==> config.mk <==
export PLATFORM = sky130hd
export DESIGN_NAME = move_resolver
export DESIGN_NICKNAME = d
export VERILOG_FILES = /design/src/rtl/move_resolver.sv
export SDC_FILE = /design/constraint.sdc
export NUM_CORES = 1
export LEC_CHECK = 0
export ABC_AREA = 1
export CAP_MARGIN = 20
export CORE_UTILIZATION = 45
export CTS_BUF_LIST = sky130_fd_sc_hd__clkbuf_2 sky130_fd_sc_hd__clkbuf_4 sky130_fd_sc_hd__clkbuf_8
export DETAILED_ROUTE_END_ITERATION = 10
export HOLD_SLACK_MARGIN = 0.05
export MAX_ROUTING_LAYER = met4
export PLACE_DENSITY_LB_ADDON = 0.3
export SETUP_SLACK_MARGIN = 0.02
export SKIP_LAST_GASP = 1
export SYNTH_ARGS = -nofsm -noshare
export SYNTH_HDL_FRONTEND = slang
export SYNTH_SLANG_ARGS = --single-unit
==> constraint.sdc <==
create_clock -name clk -period 6.79 [get_ports clk]
set_input_delay 2.037 -clock clk [delete_from_list [all_inputs] [get_ports clk]]
set_output_delay 2.037 -clock clk [all_outputs]
set_load 0.05 [all_outputs]
==> src/rtl/move_resolver.sv <==
// Move resolver: validates a cowboy move against the object map and drives the
// entity mover one animation step at a time until the mover reports completion.
module move_resolver #(
  parameter int         COLS      = 10,
  parameter int         ROWS      = 12,
  parameter logic [7:0] WALL_MASK = 8'b0000_1100
) (
  input  logic        clk,
  input  logic        rst,
  input  logic        new_game_ready,
  input  logic [6:0]  start_row,
  input  logic [6:0]  start_col,
  input  logic        dir_valid,
  input  logic [1:0]  dir,
  input  logic        step_tick,
  output logic [6:0]  address_read_om,
  input  logic [10:0] data_read_om,
  output logic        process_move,
  input  logic        new_state_ready,
  input  logic        move_done,
  input  logic [6:0]  mover_row,
  input  logic [6:0]  mover_col,
  output logic [6:0]  cowboy_row,
  output logic [6:0]  cowboy_col,
  output logic [10:0] pos_cowboy_om,
  output logic [6:0]  box_row,
  output logic [6:0]  box_col,
  output logic [10:0] pos_box_om,
  output logic        only_moving_cowboy,
  output logic [2:0]  field_type_after,
  output logic        busy,
  output logic        move_rejected
);

  localparam logic [6:0] COLS7     = 7'(COLS);
  localparam logic [6:0] ROWS7     = 7'(ROWS);
  localparam logic [6:0] IDLE_ADDR = 7'(COLS * ROWS);

  typedef enum logic [3:0] {
    S_IDLE, S_RD_C, S_WAIT_C, S_EV_C,
    S_RD_T, S_WAIT_T, S_EV_T,
    S_RD_B, S_WAIT_B, S_EV_B,
    S_ISSUE, S_WAIT_ACK, S_WAIT_TICK
  } state_t;

  state_t      state, state_next;
  logic [1:0]  dir_q;
  logic [2:0]  cowboy_type, target_type;
  logic [6:0]  t_row, t_col, b_row, b_col;
  logic [6:0]  c_addr, t_addr, b_addr;
  logic        t_oob, b_oob;
  logic [2:0]  rd_type;
  logic        rd_wall, rd_free, rd_box;
  logic        reject, take_step, take_push, issue, finish;
  logic        unused_anim;

  // One-cell step on a 7-bit coordinate; stepping below 0 wraps high and is
  // then caught by the unsigned bounds compare.
  function automatic logic [6:0] step7(input logic [6:0] v, input logic up);
    return up ? v + 7'd1 : v - 7'd1;
  endfunction

  always_comb begin
    t_row = cowboy_row;
    t_col = cowboy_col;
    if (dir_q[1]) t_row = step7(cowboy_row, dir_q[0]);
    else          t_col = step7(cowboy_col, dir_q[0]);
    b_row = t_row;
    b_col = t_col;
    if (dir_q[1]) b_row = step7(t_row, dir_q[0]);
    else          b_col = step7(t_col, dir_q[0]);
  end

  assign t_oob  = (t_row >= ROWS7) || (t_col >= COLS7);
  assign b_oob  = (b_row >= ROWS7) || (b_col >= COLS7);
  assign c_addr = cowboy_row * COLS7 + cowboy_col;
  assign t_addr = t_row * COLS7 + t_col;
  assign b_addr = b_row * COLS7 + b_col;

  assign rd_type     = data_read_om[10:8];
  assign rd_wall     = WALL_MASK[rd_type];
  assign rd_free     = !rd_wall && (rd_type == 3'd0 || rd_type == 3'd1);
  assign rd_box      = !rd_wall && (rd_type == 3'd5 || rd_type == 3'd6);
  assign unused_anim = ^data_read_om[7:0];

  always_ff @(posedge clk) begin
    if (rst) state <= S_IDLE;
    else     state <= state_next;
  end

  always_comb begin
    state_next = state;
    reject     = 1'b0;
    take_step  = 1'b0;
    take_push  = 1'b0;
    issue      = 1'b0;
    finish     = 1'b0;
    case (state)
      S_IDLE:   if (dir_valid) state_next = S_RD_C;
      S_RD_C:   state_next = S_WAIT_C;
      S_WAIT_C: state_next = S_EV_C;
      S_EV_C:   state_next = S_RD_T;
      S_RD_T: begin
        if (t_oob) begin
          reject     = 1'b1;
          state_next = S_IDLE;
        end else begin
          state_next = S_WAIT_T;
        end
      end
      S_WAIT_T: state_next = S_EV_T;
      S_EV_T: begin
        if (rd_free) begin
          take_step  = 1'b1;
          state_next = S_ISSUE;
        end else if (rd_box && !b_oob) begin
          state_next = S_RD_B;
        end else begin
          reject     = 1'b1;
          state_next = S_IDLE;
        end
      end
      S_RD_B:   state_next = S_WAIT_B;
      S_WAIT_B: state_next = S_EV_B;
      S_EV_B: begin
        if (rd_free) begin
          take_push  = 1'b1;
          state_next = S_ISSUE;
        end else begin
          reject     = 1'b1;
          state_next = S_IDLE;
        end
      end
      S_ISSUE: begin
        issue      = 1'b1;
        state_next = S_WAIT_ACK;
      end
      S_WAIT_ACK: begin
        if (new_state_ready) begin
          if (move_done) begin
            finish     = 1'b1;
            state_next = S_IDLE;
          end else begin
            state_next = S_WAIT_TICK;
          end
        end
      end
      S_WAIT_TICK: if (step_tick) state_next = S_ISSUE;
      default:     state_next = S_IDLE;
    endcase
    // A level load abandons whatever move is in flight.
    if (new_game_ready) begin
      state_next = S_IDLE;
      reject     = 1'b0;
      take_step  = 1'b0;
      take_push  = 1'b0;
      issue      = 1'b0;
      finish     = 1'b0;
    end
  end

  always_ff @(posedge clk) begin
    if (rst) begin
      address_read_om    <= IDLE_ADDR;
      process_move       <= 1'b0;
      move_rejected      <= 1'b0;
      busy               <= 1'b0;
      cowboy_row         <= '0;
      cowboy_col         <= '0;
      box_row            <= '0;
      box_col            <= '0;
      pos_cowboy_om      <= '0;
      pos_box_om         <= '0;
      only_moving_cowboy <= 1'b0;
      field_type_after   <= '0;
      dir_q              <= '0;
      cowboy_type        <= '0;
      target_type        <= '0;
    end else if (new_game_ready) begin
      cowboy_row      <= start_row;
      cowboy_col      <= start_col;
      busy            <= 1'b0;
      process_move    <= 1'b0;
      move_rejected   <= 1'b0;
      address_read_om <= IDLE_ADDR;
    end else begin
      process_move  <= issue;
      move_rejected <= reject;
      case (state)
        S_IDLE: begin
          address_read_om <= IDLE_ADDR;
          if (dir_valid) begin
            dir_q <= dir;
            busy  <= 1'b1;
          end
        end
        S_RD_C: address_read_om <= c_addr;
        S_EV_C: cowboy_type <= rd_type;
        S_RD_T: if (!t_oob) address_read_om <= t_addr;
        S_EV_T: target_type <= rd_type;
        S_RD_B: address_read_om <= b_addr;
        default: ;
      endcase
      if (reject) busy <= 1'b0;
      if (take_step) only_moving_cowboy <= 1'b1;
      if (take_push) begin
        only_moving_cowboy <= 1'b0;
        field_type_after   <= rd_type;
      end
      // Re-issuing for later steps rewrites identical values, so these hold.
      if (issue) begin
        box_row       <= t_row;
        box_col       <= t_col;
        pos_cowboy_om <= {cowboy_type, 6'b0, dir_q};
        pos_box_om    <= {target_type, 6'b0, dir_q};
      end
      if (finish) begin
        cowboy_row <= mover_row;
        cowboy_col <= mover_col;
        busy       <= 1'b0;
      end
    end
  end

endmodule

# Word level (Yosys, flattened, before mapping)
# Memory sizes are Yosys's and may differ from the RTL's.
# Cells that the tools add are included.
totals:
  mem_bits_rw: 0
  mem_count: 1
  regBits: 64
  word_cells: 124
  latchBits: 0
  mem_bits_ro: 8
classes:
  eq_ne: 19
  shifts: 0
  addsub: 11
  n_mul: 3
  n_lt_le_gt_ge: 5
  bitwise: 1
  n_reduce_logical: 25
  n_div: 0
  n_mux: 43
mem_list:
  columns: ["memory", "words", "word_bits", "read_ports", "rd_ports_with_merged_regs", "wr", "line_no", "rtl"]
  rows:
  - ["(name not given)", 8, 1, 1, 0, 0, "81", "assign rd_wall = WALL_MASK[rd_type];"]
op_table:
  columns: ["operator", "count"]
  rows:
  - ["two-way mux 7 bit", 13]
  - ["case mux 4 bit (13 select lines)", 1]
  - ["adder 7 x 1 -> 7 bit, second input constant", 4]
  - ["greater-or-equal comparator 7 x 4 -> 1 bit, second input constant", 4]
  - ["case mux 7 bit (4 select lines)", 1]
  - ["subtractor 7 x 1 -> 7 bit, second input constant", 4]
  - ["two-way mux 4 bit", 6]
  - ["adder 7 bit", 3]
  - ["multiplier 7 x 3 -> 6 bit, second input constant", 3]
  - ["== test 4 bit, second input constant", 5]
  - ["two-way mux 1 bit", 19]
  - ["== test 4 x 3 -> 1 bit, second input constant", 4]
  - ["AND reduction 2 bit", 7]
  - ["== test 4 x 2 -> 1 bit, second input constant", 2]
  - ["inequality test 2 bit, second input constant", 4]
  - ["== test 3 bit, second input constant", 2]
  - ["two-way mux 3 bit", 2]
  - ["AND reduction 3 bit", 2]
  - ["== test 4 x 1 -> 1 bit, second input constant", 1]
  - ["logical NOT 4 bit", 1]
  - ["logical OR 1 bit", 4]
  - ["< comparator 3 x 4 -> 1 bit, second input constant", 1]
  - ["nonzero test 2 bit", 2]
  - ["nonzero test 4 bit", 1]
  - ["8 further kinds", 11]

# Logic depth before layout (Yosys ltp)
# Gate-level depths: netlist of the first run.
logic_depth:
  word_depth: 15
  mapped_depth: 34
  ltp_nobuf: 34

# Worst setup path before layout of the first run
# Ideal clock, no wire load.
synth_timing:
  kind: "flip-flop to flip-flop"
  startpoint: "register cowboy_row[0]"
  endpoint: "register address_read_om[6]"
  setup_ns: 0.115
  path_buffers: 0
  arrival_ns: 4.766
  required_ns: 6.675
  stages_incl_launch_ff: 34
  path_slack_ns: 1.909
  period_less_slack_ns: 4.881
  path_cell_list: "dfxtp_1 > inv_1 > fa_1 > xor2_1 > a21oi_1 > ha_1 > nand2_1 > inv_1 > nand2_1 > nand2_1 > nand2_1 > nand3_1 > nand2_1 > inv_1 > ha_1 > ha_1 > inv_1 > fa_1 > inv_1 > ha_1 > nand2_1 > inv_1 > nand4_1 > a31o_2 > nand2_1 > nand2_1 > nand2_1 > nand2_1 > nand2_1 > nand2_1 > nand3_1 > nand3b_1 > nand2_1 > nand2_1"
synth_between:
  elab_chain_cells: 9
  elab_cells_between_ends: 20
  cone_classes: "7 x add/sub; 3 x mul; 1 x order compare; 1 x eq/ne; 6 x mux; 2 x reduce/logical"
synth_rtl:
  columns: ["item", "line_no", "rtl"]
  rows:
  - ["start, declared", "23", "output logic [6:0] cowboy_row,"]
  - ["start signal, assigned", "180", "cowboy_row <= start_row;"]
  - ["start signal, assigned", "218", "cowboy_row <= mover_row;"]
  - ["subtractor 7 x 1 -> 7 bit or adder 7 x 1 -> 7 bit (tied branches)", "60", "return up ? v + 7'd1 : v - 7'd1;"]
  - ["two-way mux 7 bit *", "60", null]
  - ["two-way mux 7 bit *", "66", "if (dir_q[1]) t_row = step7(cowboy_row, dir_q[0]);"]
  - ["via t_row[2]", "49", "logic [6:0] t_row, t_col, b_row, b_col;"]
  - ["subtractor 7 x 1 -> 7 bit or adder 7 x 1 -> 7 bit (tied branches)", "60", null]
  - ["two-way mux 7 bit", "60", null]
  - ["two-way mux 7 bit", "70", "if (dir_q[1]) b_row = step7(t_row, dir_q[0]);"]
  - ["multiplier 7 x 3 -> 6 bit", "78", "assign b_addr = b_row * COLS7 + b_col;"]
  - ["adder 7 bit", "78", null]
  - ["case mux 7 bit (4 select lines)", "189", "case (state)"]
  - ["end signal, assigned", "197", "S_RD_C: address_read_om <= c_addr;"]
  - ["end signal, assigned", "199", "S_RD_T: if (!t_oob) address_read_om <= t_addr;"]
  - ["end signal, assigned", "201", "S_RD_B: address_read_om <= b_addr;"]
  - ["end, declared", "16", "output logic [6:0] address_read_om,"]
# Mark *: on every way through the listed nets, which the timed path passes. The rest lies on a longest branch. The select of a mux whose other input is x is not followed.
# A chain may end at the register's enable or synchronous reset.

# Worst setup path in the final report of the first run
layout_timing:
  startpoint: "register dir_q[0]"
  endpoint: "register address_read_om[6]"
layout_between:
  elab_chain_cells: 8
  elab_cells_between_ends: 23
  cone_classes: "6 x add/sub; 2 x mul; 2 x order compare; 1 x eq/ne; 10 x mux; 2 x reduce/logical"
layout_rtl:
  columns: ["item", "line_no", "rtl"]
  rows:
  - ["start, declared", "47", "logic [1:0] dir_q;"]
  - ["start signal, assigned", "193", "dir_q <= dir;"]
  - ["two-way mux 7 bit *", "60", null]
  - ["two-way mux 7 bit *", "66", null]
  - ["via t_row[2]", "49", null]
  - ["subtractor 7 x 1 -> 7 bit or adder 7 x 1 -> 7 bit (tied branches)", "60", null]
  - ["two-way mux 7 bit", "60", null]
  - ["two-way mux 7 bit", "70", null]
  - ["multiplier 7 x 3 -> 6 bit", "78", null]
  - ["adder 7 bit", "78", null]
  - ["case mux 7 bit (4 select lines)", "189", null]
# Marks and branches as above.

==> out/metrics.cfg, run 1 <==
[floorplanning]
die_h_um = 108.2
dieArea_um2 = 11710
die_w_um = 108.2
core_area_um2 = 10940
initial_core_util_pct = 46.41
num_io_pins = 112
rows = 38

[cts]
cts_num_sinks = 62
cts-resized-gates = 0
cts-buffers-inserted = 9
cts_tree = done
clk_pin_slew_ns = 0.09
ctsHoldBuffers = 0
h-tree-depth = 3
post_cts_buffers = 0
worstSkewPairLatency_ns = 0.36
cts_root_buffer = clkbuf_8
cts_max_path_buffers = 2

[critical_path]
end_kind = flop
critical_path.max_stage_delay_ns = 0.49
timing.rr.end = address_read_om[6]$_SDFFE_PP1P_
crit_arrival_ns = 5.58
worstSetupPathType = reg -> reg
required_ns = 7.05
cp_common_cell = nand2_1
cp_slowest_cell = a21oi_1
rrSetupSlack_ns = 1.47
reg2reg_depth = 33
startpoint = dir_q[0]$_SDFFE_PP0P_
worst-path-max-fanout = 13
critPathLaunchType = flop
r2r-start = dir_q[0]$_SDFFE_PP0P_

[global_routing]
grt_usage_pct = 26.53
gr-total-overflow = 0
grt_max_degree = 40
antenna_found_initial = 0
grt_pass1_wl_um = 23040
first_global_vias = 4666

[placement]
placed_area_um2 = 6062
dp_hpwl_um = 11010
globalplace.congestion = 0.8918
portBuffers = 91

[route]
drc = 0
firstDrtPassIters = 5
first_iter_violations = 367
finalWirelength_um = 14490
wl_per_cell_um = 14.45
ant_nets = 0
vias_per_cell = 5.174
num_vias = 5190

[timing]
setup_viol = 0
period_share_pct = 78.36
tightest_slew_ns = 1.001
max_clock_freq_mhz = 188.0
finClkSkew_ns = 0.01276
max_slew_margin_pct = 33.19
rsz0062_at_grt = false
finalHoldViolations = 0
finalMaxSlewViolations = 0
fin_crit_ns = 5.320
fin_tns_setup_ns = 0

[pwr]
p_leak_nw = 2.986
power.total_mw = 1.347
ir_drop_v = 0.0001117
p_per_area_nw_per_um2 = 215.7

[finish]
num-nets-final = 963
final_common_cell = nand2_1
diodes = 0
layout_common_cells = nand2_1, inv_1, clkdlybuf4s50_1
drive_gt1_share_pct = 4.983
synthToLayoutAreaGrowth_pct = 23.00
fin_area_um2 = 6242

[synthesis]
syn_area_per_cell_um2 = 6.582
ys_ff_latch = 62
synthCells = 771
seq_area_frac_synth_pct = 24.46
ys_warn_count = 0
syn_area_um2 = 5075
synth.distinct_cells = 41

[min_path]
whs_path_depth = 2
hold_start = field_type_after[2]$_SDFFE_PP0P_
whs_endpoint = field_type_after[2]$_SDFFE_PP0P_
min_path_type = reg -> reg

[run_status]
status = finished, final reports clean

[run]
max_cap_viol_count = 0

-- critical path: cells and delay by family (launching register included) --
family	cells	cell delay [ns]
fa+ha+maj	6	2.04
compound gates	2	0.72
buf+inv	6	0.53
xor+xnor	1	0.16
simple gates	18	1.28
flops	1	0.48
-- power by group --
group	switching [mW]	total, mW	internal [mW]
Combinational	0.404	0.640	0.236
Clock	0.182	0.319	0.137
Sequential	0.0159	0.388	0.372
-- cells by family after synthesis --
group	Yosys count	share of synthesized area [%]
simple gates	358	30.60
compound gates	141	15.14
buf+inv	136	11.44
flops	62	24.46
fa+ha+maj	57	15.53
xor+xnor	16	2.761
other cells	1	0.07389
-- cells in the mapped netlist (all sizes together) --
master,count,area (um^2)
a21boi,1,7.510
a21oi,59,295.3
a31oi,17,106.4
xnor2,9,78.83
nand2,186,728.2
a21o,2,15.01
clkbuf,15,56.30
nor3,4,25.02
o211ai,3,22.52
xor2,7,61.31
o21ai,50,250.2
o221ai,1,8.760
fa,10,200.2
clkinv,2,8.750
o2111ai,2,17.52
ha,47,588.1
nor4,1,6.260
nand3b,5,37.54
o22ai,1,6.260
dfxtp,62,1241
or2,8,50.05
a211oi,2,15.01
a31o,1,8.760
o21bai,2,15.01
nand2b,3,18.77
buf,18,136.4
inv,101,379.1
nand4,14,87.58
nor2,75,289.0
conb,1,3.750
nand3,62,310.3
-- per-stage QoR --
| stage | worst slack, ns | hold WS [ns] | utilization, % | cells |
|---|---|---|---|---|
| 4_1_cts | 1.545 | 0.4306 | 57.08 | 1003 |
| 2_1_floorplan | 1.909 | 0.4404 | - | 782 |
| 3_5_place_dp | 1.573 | 0.4171 | 55.43 | 987 |
| 3_3_place_gp | 1.623 | 0.4193 | 55.43 | 987 |
| 6_report | 1.470 | 0.4287 | 57.08 | 1003 |
| 5_1_grt | 1.073 | 0.4507 | 57.08 | 1003 |
-- how the worst max path moves through the flow --
stage / endpoint / slack (ns) / cells past startpoint
after floorplan: address_read_om[6]$_SDFFE_PP1P_ / 1.91 / 33
after global placement: address_read_om[6]$_SDFFE_PP1P_ / 1.62 / 33
after detailed placement: address_read_om[6]$_SDFFE_PP1P_ / 1.57 / 33
after CTS: address_read_om[6]$_SDFFE_PP1P_ / 1.54 / 33
after global routing: address_read_om[6]$_SDFFE_PP1P_ / 1.07 / 32
final: address_read_om[6]$_SDFFE_PP1P_ / 1.47 / 33
-- flip-flops by register name, indices dropped and copies added (netlist names), 3 cells and up --
| signal | cells |
|---|---|
| address_read_om | 7 |
| box_col | 7 |
| box_row | 7 |
| cowboy_col | 7 |
| cowboy_row | 7 |
| pos_box_om | 5 |
| state | 4 |
| cowboy_type | 3 |
| field_type_after | 3 |
| pos_cowboy_om | 3 |
| target_type | 3 |
-- final cells by class --
cell class / instances / area, um^2
flip-flops and latches: 62 / 1241
inverters: 103 / 387.9
clock buffers: 9 / 123.9
well taps: 140 / 175.2
repair buffers: 98 / 963.4
clock inverters: 7 / 56.30
fillers: 1084 / 4693
multi-input cells: 584 / 3294
-- metal layers --
metal | global-route usage, % | vias up | wire length (um)
met5 | - | - | 0
met3 | 3.797 | 27 | 710
met1 | 35.71 | 2329 | 7083
met4 | 10.57 | 0 | 366
met2 | 39.85 | 150 | 6330
li1 | - | 2684 | -
(Power assumes the default switching activity.)
==> run 2: changes to the inputs <==
==> constraint.sdc (replaced) <==
create_clock -name clk -period 4.8 [get_ports clk]
set_input_delay 1.44 -clock clk [delete_from_list [all_inputs] [get_ports clk]]
set_output_delay 1.44 -clock clk [all_outputs]
set_load 0.05 [all_outputs]
==> out/metrics.cfg, run 2 (synthesized netlist as in run 1, its figures left out) <==
[pwr]
p_per_area_nw_per_um2 = 307.7  ; +43%
ir_drop_v = 0.0002152  ; +93%
p_leak_nw = 3.139  ; +5.1%
power.total_mw = 2.054  ; +53%

[critical_path]
cp_common_cell = nand2_1
crit_arrival_ns = 4.84  ; -0.74 ns
r2r-start = dir_q[0]$_SDFFE_PP0P_
end_kind = flop
critPathLaunchType = flop
required_ns = 5.06  ; -1.99 ns
crit_buf_inv = 6  ; unchanged
startpoint = dir_q[0]$_SDFFE_PP0P_
worstSetupPathDepth = 33  ; unchanged
critical_path.top_delay_family = adder cells
worst-path-max-fanout = 5  ; -8
worstSetupPathType = reg -> reg
reg2reg_depth = 33  ; unchanged
critical_path.max_stage_delay_ns = 0.51  ; +0.02 ns
cp_slowest_cell = fa_1

[timing]
period_share_pct = 95.29  ; +17 points
finClkSkew_ns = 0.01519  ; +0.002425 ns
setup_viol = 0  ; unchanged
max_slew_margin_pct = 60.02  ; +27 points
finalMaxSlewViolations = 0  ; unchanged
whs_ns = 0.4278  ; -0.0009630 ns
max_clock_freq_mhz = 218.6  ; +16%
fin_tns_setup_ns = 0  ; unchanged
fin_crit_ns = 4.574  ; -0.7466 ns
finalHoldViolations = 0  ; unchanged
tightest_slew_ns = 0.5943  ; -0.4068 ns
layout_setup_ws_ns = 0.2262  ; -1.243 ns

[floorplanning]
die_w_um = 108.2  ; unchanged
initial_core_util_pct = 46.41  ; unchanged
dieArea_um2 = 11710  ; unchanged
core_area_um2 = 10940  ; unchanged
rows = 38  ; unchanged
die_h_um = 108.2  ; unchanged
num_io_pins = 112  ; unchanged

[cts]
cts_max_path_buffers = 2  ; unchanged
cts_tree = done
worstSkewPairLatency_ns = 0.36  ; about the same
cts_num_sinks = 62  ; unchanged
clk_pin_slew_ns = 0.08  ; about the same
cts_root_buffer = clkbuf_8
ctsHoldBuffers = 0  ; unchanged
h-tree-depth = 3  ; unchanged
cts-buffers-inserted = 9  ; unchanged

[global_routing]
grt_max_degree = 36  ; -10%
first_global_vias = 4834  ; +3.6%
antenna_found_initial = 0  ; unchanged
grt_usage_pct = 27.43  ; +0.90 points
gr-total-overflow = 0  ; unchanged
grt_pass1_wl_um = 23700  ; +2.9%

[route]
num_vias = 5364  ; +3.4%
ant_nets = 0  ; unchanged
firstDrtPassIters = 5  ; unchanged
vias_per_cell = 5.218  ; +0.84%
drc = 0  ; unchanged
wl_per_cell_um = 14.71  ; +1.9%
finalWirelength_um = 15130  ; +4.4%
first_iter_violations = 262  ; -29%

[finish]
layout_common_cells = nand2_1, inv_1, clkdlybuf4s50_1
final_common_cell = nand2_1
final_cell_count_no_fill = 1028  ; +2.5%
fin_area_um2 = 6676  ; +7.0%
synthToLayoutAreaGrowth_pct = 31.56
drive_gt1_share_pct = 12.39  ; +7.4 points
fin_util_pct = 61.05  ; +4.0 points
num-nets-final = 988  ; +2.6%
diodes = 0  ; unchanged

[min_path]
whs_path_depth = 2  ; unchanged
min_path_type = reg -> reg
hold_start = field_type_after[1]$_SDFFE_PP0P_

[placement]
dpl.cell_count = 1002  ; +1.5%
dp_hpwl_um = 11570  ; +5.1%
portBuffers = 91  ; unchanged
place_ws_ns = -0.007048  ; -1.580 ns
globalplace.congestion = 0.9588  ; +7.5%
placed_area_um2 = 6195  ; +2.2%

[run]
max_cap_viol_count = 0  ; unchanged

[run_status]
status = finished, final reports clean

==> run 2: metal layers <==
metal	routed length [um]	global-route usage, %	part of all wire [%]	up-vias
met5	0	-	0	-
met1	6591	33.73	44	2420
met2	7069	43.13	47	174
li1	-	-	-	2731
met4	510	12.92	3.4	0
met3	957	5.304	6.3	39
==> run 2: final timing paths <==
kind	end	slack, ns
max	address_read_om[6]$_SDFFE_PP1P_	0.23
max reg2reg	address_read_om[6]$_SDFFE_PP1P_	0.23
min reg2reg	field_type_after[1]$_SDFFE_PP0P_	0.43
min	field_type_after[1]$_SDFFE_PP0P_	0.43
==> run 2: report_power, final <==
part / internal, mW / switching (mW) / total, mW / leakage [nW]
registers: 0.527 / 0.0204 / 0.547 / 0.505
clock network: 0.247 / 0.239 / 0.485 / 0.102
logic: 0.403 / 0.619 / 1.02 / 2.53
==> run 2: worst reg2reg max path, delay by kind of cell, from the launching register on <==
kind                     cells  cell delay, ns
buffers and inverters        6            0.40
XOR/XNOR                     1            0.09
flip-flops                   1            0.39
AND/OR/NAND/NOR             18            1.22
AO/OA/AOI/OAI                2            0.57
adder cells (fa/ha/maj)      6            1.81
==> run 2: cell type report <==
type | count | area, um^2
Clock buffer | 9 | 123.9
Clock inverter | 7 | 80.08
Fill cell | 1009 | 4259
Inverter | 103 | 391.6
Multi-Input combinational cell | 584 | 3503
Sequential cell | 62 | 1247
Tap cell | 140 | 175.2
Timing Repair Buffer | 123 | 1155
==> run 2: timing repair <==
action | in CTS | in global routing
setup buffers | 0 | 10
hold endpoints to repair | 0 | 0
pin swaps | 0 | 16
resized for setup | 3 | 42
setup endpoints to repair | 1 | 1
gates cloned | 0 | 0
==> run 3: changes to the inputs <==
--- a/config.mk
+++ b/config.mk
@@ -7,6 +7,7 @@
 export LEC_CHECK = 0
 export ABC_AREA = 1
 export CAP_MARGIN = 20
+export CORE_ASPECT_RATIO = 0.5
 export CORE_UTILIZATION = 45
 export CTS_BUF_LIST = sky130_fd_sc_hd__clkbuf_2 sky130_fd_sc_hd__clkbuf_4 sky130_fd_sc_hd__clkbuf_8
 export DETAILED_ROUTE_END_ITERATION = 10
==> out/metrics.cfg, run 3 (synthesized netlist as in run 1, its figures left out) <==
[critical_path]
timing.rr.end = address_read_om[6]$_SDFFE_PP1P_
startpoint = dir_q[0]$_SDFFE_PP0P_
required_ns = 5.04  ; -0.02 ns
critical_path.top_delay_family = adder cells
critical_path.max_stage_delay_ns = 0.47  ; -0.04 ns
worstSetupPathType = reg -> reg
rrSetupSlack_ns = 0.24  ; about the same
crit_buf_inv = 7  ; +1
cp_slowest_cell = fa_1
cp_common_cell = nand2_1
reg2reg_depth = 33  ; unchanged
worstSetupPathDepth = 33  ; unchanged
worst-path-max-fanout = 6  ; +1
end_kind = flop
critPathLaunchType = flop
r2r-start = dir_q[0]$_SDFFE_PP0P_
crit_arrival_ns = 4.81  ; -0.03 ns

[placement]
dp_hpwl_um = 12200  ; +5.4%
placed_area_um2 = 6195  ; unchanged
globalplace.congestion = 0.9702  ; +1.2%
portBuffers = 91  ; unchanged

[finish]
fin_area_um2 = 6621  ; -0.82%
num-nets-final = 982  ; -0.61%
drive_gt1_share_pct = 11.79  ; -0.60 points
layout_common_cells = nand2_1, inv_1, clkdlybuf4s50_1
final_common_cell = nand2_1
fin_util_pct = 62.63  ; +1.6 points
diodes = 0  ; unchanged
synthToLayoutAreaGrowth_pct = 30.47

[cts]
worstSkewPairLatency_ns = 0.35  ; about the same
h-tree-depth = 3  ; unchanged
cts_tree = done
ctsHoldBuffers = 0  ; unchanged
cts_root_buffer = clkbuf_8
cts-buffers-inserted = 9  ; unchanged
clk_pin_slew_ns = 0.08  ; about the same
cts_num_sinks = 62  ; unchanged
cts_max_path_buffers = 2  ; unchanged

[global_routing]
grt_max_degree = 29  ; -19%
first_global_vias = 5035  ; +4.2%
grt_usage_pct = 28.27  ; +0.84 points
gr-total-overflow = 0  ; unchanged
antenna_found_initial = 0  ; unchanged
grt_pass1_wl_um = 25250  ; +6.6%

[floorplanning]
die_h_um = 77.09  ; -29%
initial_core_util_pct = 48.00  ; +1.6 points
core_area_um2 = 10570  ; -3.3%
rows = 26  ; -32%
die_w_um = 152.2  ; +41%
num_io_pins = 112  ; unchanged
dieArea_um2 = 11730  ; +0.22%

[route]
firstDrtPassIters = 10  ; +5
drc = 2  ; +2
num_vias = 5442  ; +1.5%
first_iter_violations = 418  ; +60%
vias_per_cell = 5.325  ; +2.0%
wl_per_cell_um = 15.49  ; +5.3%
ant_nets = 0  ; unchanged
finalWirelength_um = 15830  ; +4.6%

[timing]
finalMaxSlewViolations = 0  ; unchanged
period_share_pct = 95.08  ; -0.21 points
finClkSkew_ns = 0.01462  ; -0.0005621 ns
max_clock_freq_mhz = 219.1  ; +0.22%
whs_ns = 0.4348  ; +0.007085 ns
finalHoldViolations = 0  ; unchanged
setup_viol = 0  ; unchanged
tightest_slew_ns = 0.8384  ; +0.2440 ns
max_slew_margin_pct = 44.05  ; -16 points
fin_crit_ns = 4.564  ; -0.009863 ns

[pwr]
ir_drop_v = 0.0001751  ; -19%
p_per_area_nw_per_um2 = 308.9  ; +0.39%
p_leak_nw = 3.100  ; -1.2%

[min_path]
whs_path_depth = 2  ; unchanged
hold_start = field_type_after[1]$_SDFFE_PP0P_
min_path_type = reg -> reg
whs_endpoint = field_type_after[1]$_SDFFE_PP0P_

[run]
max_cap_viol_count = 0  ; unchanged

[run_status]
status = complete, but fails checks
violations = design-rule violations

-- run 3: worst max-delay path by stage --
stage	end	slack (ns)
3_3_place_gp	address_read_om[6]$_SDFFE_PP1P_	0.09
4_1_cts	address_read_om[6]$_SDFFE_PP1P_	0.03
5_1_grt	address_read_om[6]$_SDFFE_PP1P_	-0.05
6_report	address_read_om[6]$_SDFFE_PP1P_	0.24
3_5_place_dp	address_read_om[6]$_SDFFE_PP1P_	-0.004
2_1_floorplan	address_read_om[6]$_SDFFE_PP1P_	0.07
-- run 3: power by group --
part           internal, mW  switching, mW  leakage (nW)
combinational         0.388          0.627          2.49
sequential            0.527         0.0201         0.506
clock                 0.256          0.227         0.103
total                  1.17          0.874          3.10
-- run 3: through the flow --
step           setup WS (ns)  setup TNS, ns  std cells  power, mW
2_1_floorplan        0.06562              0        782      1.236
3_3_place_gp         0.09388              0       1002      1.458
3_5_place_dp       -0.003723      -0.003723       1002      1.478
4_1_cts              0.02917              0       1018      1.966
5_1_grt             -0.04899       -0.04899       1022      2.201
6_report              0.2361              0       1022      2.045
-- run 3: worst register-to-register path: cells and delay by family, from the launching register on --
family / cells / cell delay, ns
compound gates: 1 / 0.28
fa+ha+maj: 6 / 1.81
buf+inv: 7 / 0.52
flops: 1 / 0.38
simple gates: 19 / 1.52
-- run 3: layout make-up --
cell class              count  area, um^2
fillers                   919        3951
inverters                 103       391.6
multi-input cells         584        3487
clock inverters             6       68.82
flip-flops and latches     62        1251
clock buffers              10       137.6
well taps                 140       175.2
repair buffers            117        1110
-- run 3: layer usage --
metal | vias up | GRT usage [%] | part of all wire (%)
met5 | - | - | 0
met1 | 2518 | 39.15 | 49
li1 | 2717 | - | -
met3 | 17 | 5.992 | 7.7
met4 | 0 | 7.857 | 1.3
met2 | 190 | 41.11 | 42
-- run 3: timing repair --
action                     in CTS  in global routing
setup endpoints to repair       1                  1
resized for setup               1                 43
pin swaps                       0                 11
setup buffers                   0                  5
